### config.mk
export PLATFORM = sky130hd
export DESIGN_NAME = counter_sequencer
export DESIGN_NICKNAME = d
export VERILOG_FILES = /design/src/rtl/counter_sequencer.sv
export SDC_FILE = /design/constraint.sdc
export NUM_CORES = 1
export LEC_CHECK = 0
export CAP_MARGIN = 10
export CORE_ASPECT_RATIO = 1.2
export CORE_UTILIZATION = 50
export DETAILED_ROUTE_END_ITERATION = 12
export PLACE_DENSITY = 0.86
export SLEW_MARGIN = 5
export SYNTH_ARGS = -nofsm -noshare
export SYNTH_HDL_FRONTEND = slang
export SYNTH_SLANG_ARGS = --single-unit
### constraint.sdc
create_clock -name clk -period 2.2 [get_ports clk]
set_input_delay 0.44 -clock clk [delete_from_list [all_inputs] [get_ports clk]]
set_output_delay 0.44 -clock clk [all_outputs]
set_load 0.02 [all_outputs]
### src/rtl/counter_sequencer.sv
// Prescaled terminal-count timer sequencer for the up-counter datapath.
// One-shot or periodic; pause/stop control and a one-cycle done pulse.
module counter_sequencer #(
  parameter int WIDTH   = 4,
  parameter int PRESC_W = 4
) (
  input  logic               clk,
  input  logic               rst,
  input  logic               cfg_valid,
  output logic               cfg_ready,
  input  logic [WIDTH-1:0]   cfg_limit,
  input  logic [PRESC_W-1:0] cfg_presc,
  input  logic               cfg_periodic,
  input  logic               start,
  input  logic               pause,
  input  logic               stop,
  output logic [WIDTH-1:0]   count,
  output logic               busy,
  output logic               done
);

  typedef enum logic [1:0] {
    S_IDLE,
    S_RUN,
    S_PAUSED,
    S_EXPIRED
  } state_t;

  state_t             state_q, state_d;
  logic [WIDTH-1:0]   count_q, count_d;
  logic [PRESC_W-1:0] pcnt_q, pcnt_d;
  logic [WIDTH-1:0]   limit_q, limit_d;
  logic [PRESC_W-1:0] presc_q, presc_d;
  logic               per_q, per_d;
  logic               ready_q, ready_d;
  logic               busy_q, busy_d;
  logic               done_q, done_d;
  logic               cfg_acc;
  logic               run_step;

  always_comb begin
    state_d  = state_q;
    count_d  = count_q;
    pcnt_d   = pcnt_q;
    limit_d  = limit_q;
    presc_d  = presc_q;
    per_d    = per_q;
    done_d   = 1'b0;
    run_step = 1'b0;
    cfg_acc  = cfg_valid && ready_q;

    unique case (state_q)
      S_IDLE, S_EXPIRED: begin
        if (cfg_acc) begin
          limit_d = cfg_limit;
          presc_d = cfg_presc;
          per_d   = cfg_periodic;
        end
        if (state_q == S_EXPIRED && stop) begin
          state_d = S_IDLE;
          count_d = '0;
          pcnt_d  = '0;
        end else if (start && !cfg_acc) begin
          state_d = S_RUN;
          count_d = '0;
          pcnt_d  = '0;
        end
      end
      S_RUN: begin
        if (stop) begin
          state_d = S_IDLE;
          count_d = '0;
          pcnt_d  = '0;
        end else if (pause) begin
          state_d = S_PAUSED;
        end else begin
          run_step = 1'b1;
        end
      end
      S_PAUSED: begin
        if (stop) begin
          state_d = S_IDLE;
          count_d = '0;
          pcnt_d  = '0;
        end else if (!pause) begin
          // Resume edge counts as a run cycle so only paused cycles add delay.
          state_d  = S_RUN;
          run_step = 1'b1;
        end
      end
      default: state_d = S_IDLE;
    endcase

    if (run_step) begin
      if (pcnt_q != presc_q) begin
        pcnt_d = pcnt_q + 1'b1;
      end else begin
        pcnt_d = '0;
        if (count_q != limit_q) begin
          count_d = count_q + 1'b1;
        end else begin
          done_d = 1'b1;
          if (per_q) count_d = '0;
          else       state_d = S_EXPIRED;
        end
      end
    end

    ready_d = (state_d == S_IDLE) || (state_d == S_EXPIRED);
    busy_d  = (state_d == S_RUN)  || (state_d == S_PAUSED);
  end

  always_ff @(posedge clk) begin
    if (!rst) begin
      state_q <= S_IDLE;
      count_q <= '0;
      pcnt_q  <= '0;
      limit_q <= '0;
      presc_q <= '0;
      per_q   <= 1'b0;
      ready_q <= 1'b1;
      busy_q  <= 1'b0;
      done_q  <= 1'b0;
    end else begin
      state_q <= state_d;
      count_q <= count_d;
      pcnt_q  <= pcnt_d;
      limit_q <= limit_d;
      presc_q <= presc_d;
      per_q   <= per_d;
      ready_q <= ready_d;
      busy_q  <= busy_d;
      done_q  <= done_d;
    end
  end

  assign cfg_ready = ready_q;
  assign count     = count_q;
  assign busy      = busy_q;
  assign done      = done_q;

endmodule

==> results of run 1 <==
-- cell families after synthesis --
group,Yosys count,synth area share [%]
adders and majority gates,5,5.46
DFF,22,38.4
xor gates and xnor gates,9,6.88
muxes,2,2.18
and+or+nand+nor,52,23.7
AOI/OAI and AO/OA,34,21.3
buffers and inverters,6,2.07
-- sequential cells by signal, indices dropped and copies added, names as in the netlist --
signal,count
count,4
limit_q,4
pcnt_q,4
presc_q,4
state_q,2
busy,1
cfg_ready,1
done,1
per_q,1
-- metal layers --
layer / vias up / part of all wire [%] / GRT usage [%]
met1: 459 / 44 / 26.4
met5: - / 0 / 0
met3: 2 / 3.2 / 3.96
met2: 22 / 52 / 38.8
li1: 501 / - / -
met4: 0 / 0.70 / 7.35
-- final timing paths --
path	end	slack, ns	depth (start not counted)	startpoint
setup / recovery	busy$_SDFF_PN0_	0.20	7	state_q[0]$_SDFF_PN0_
hold reg to reg	presc_q[2]$_SDFFE_PN0P_	0.49	2	presc_q[2]$_SDFFE_PN0P_
setup reg to reg	busy$_SDFF_PN0_	0.20	7	state_q[0]$_SDFF_PN0_
hold / removal	presc_q[2]$_SDFFE_PN0P_	0.49	2	presc_q[2]$_SDFFE_PN0P_
-- power breakdown --
part | switching, mW | internal [mW] | leakage, nW | total, mW
clock | 0.134 | 0.184 | 0.0279 | 0.319
combinational | 0.270 | 0.207 | 0.388 | 0.478
sequential | 0.0560 | 0.460 | 0.179 | 0.516
total | 0.461 | 0.852 | 0.595 | 1.31
-- layout make-up --
class                           count  area (um^2)
Fill cell                         201          668
Sequential cell                    22          440
Timing Repair Buffer               23          225
Inverter                            3         11.3
Clock buffer                        3         22.5
Tap cell                           30         37.5
Multi-Input combinational cell    102          682
Clock inverter                      1         30.0
-- critical path: cells and delay by family (launching register included) --
kind	cells	cell delay, ns
compound gates	2	0.47
buf+inv	2	0.18
simple gates	1	0.17
flops	1	0.45
fa+ha+maj	1	0.45
xor+xnor	1	0.21
-- per-stage QoR --
stage / utilization, % / total power [mW] / cells
after global routing: 68.4 / 1.39 / 184
after detailed placement: 66.0 / 0.995 / 180
after global placement: 66.0 / 0.970 / 180
after CTS: 68.4 / 1.31 / 184
final: 68.4 / 1.31 / 184
after floorplan: - / 0.846 / 130
-- cells in the final DEF, fill, tap and decap left out, types with 2 or more instances in the layout --
cell type         n
a21bo_1           2
a21boi_0         10
a21boi_1          3
a21oi_1           3
and2_1            3
buf_4             2
clkbuf_4          3
clkdlybuf4s50_1  21
dfxtp_1          22
ha_1              5
inv_1             3
nand2_1          23
nand3_1           6
nor2_1            5
nor2b_1           6
o211ai_1          2
o21ai_0           5
o21ai_1           2
xnor2_1           4
xor2_1            5
==> out/qor.csv, run 1 <==
metric,value,unit
initial antenna violation count,0,
Peak VDD IR,502,uV
Worst Skew,0.00706,ns
Tightest Hold Check Type,register to register,
"Req. time, crit path",2.43,ns
Synth-to-Final Area Change,26.4,%
CP Class,register to register,
Pwr per Cell Area,906,nW/um^2
CP max-delay cell,dfxtp_1,
Synth Flop Type,dfxtp_1,
drt via density,5.35,
"EDFF count, synth",0,
largest net degree at the start of global routing,19,
"top cells by count, synth","nand2_1, dfxtp_1, a21boi_0, nand3_1, nor2b_1",
layout cell share with drive strength beyond 1,7.14,%
largest fanout on the critical path,9,
crit path capture type,register,
Final Hold Fails,0,
Starting Density,54.1,%
Final Max Slew Viols,0,
Synth Warn #,0,
"worst slack, placed",0.209,ns
crit share post-route,91.1,%
syn avg cell area,8.82,um^2
setup bufs post-CTS,0,
Rel. slew slack,72.2,%
RSZ-0062 raised after global routing,no,
distinct cell type count after synthesis,37,
Pre-Repair DR Iteration Count,5,
std cell rows,18,
biggest area consumer among synthesized cells,dfxtp_1,
result of the run,"complete, no violations",
WL per Instance,13.2,um
most common cell in the netlist,nand2_1,
P_leak,0.595,nW
Max Fclk,499,MHz
share of the synthesized area in the top cell type,38.4,%
Slew @ Worst Pin,0.416,ns
synth top area cells,"dfxtp_1, nand2_1, a21boi_0, ha_1, xor2_1",
Port Buffers,21,
vias in the first global route,916,
"Seq/Total Area, Yosys",38.4,%
CTS tree,yes,
synthesized netlist cell count,130,
All-Layer GR Usage,21.9,%
Period minus WS final,2.00,ns
ant diodes,0,
Final Instance Area,1450,um^2
"CTS clk-pin slew, worst paths",0.13,ns
Inserted Clock Buffers,3,
final setup fails,0,
via count of the routed design,984,
DRC,0,
worst hold slack,0.492,ns
CTS resizes,0,
"Worst Setup Slack, final",0.195,ns
htree depth,1,
Final ANT Viol Nets,0,
total grt overflow,0,
MaxCap Viol Count,0,
Setup TNS,0,ns
critical path cell sequence,inv_1 -> ha_1 -> inv_1 -> o21ai_0 -> o211ai_1 -> xor2_1 -> and3_1,
worst skew pair latency,0.32,ns
Worst Setup Start Kind,register,
Die Wd,45.7,um
Synth async-reset ratio,0,%
Die Span Y,54.4,um
CP arrival,2.23,ns
"Top cell by count, worst path",inv_1,
Root Driver,clkbuf_4,
final wirelength,2.43,mm
Initial DRC Count,14,
Critical Path Max Stage Delay,0.45,ns
dpl cell area,1400,um^2
synthesized area,1150,um^2
HPWL after DPL,1.78,mm
GP Congestion,0.783,
core area,2120,um^2
first-pass GRT wire length,3.90,mm
Clock Sinks,22,
DIE AREA,2490,um^2
Hold Buf Count CTS,0,
post-synthesis register bit count,22,
Post-Syn Nets,150,
Nets,175,
# IOs,22,
CTS max path bufs,2,
Power figures use the tool's default switching activity.
==> inputs of run 2 (changes only) <==
Settings changed: GPL_ROUTABILITY_DRIVEN set to 0.
==> results of run 2 <==
Final layout, timing and power as in run 1 (identical DEF).
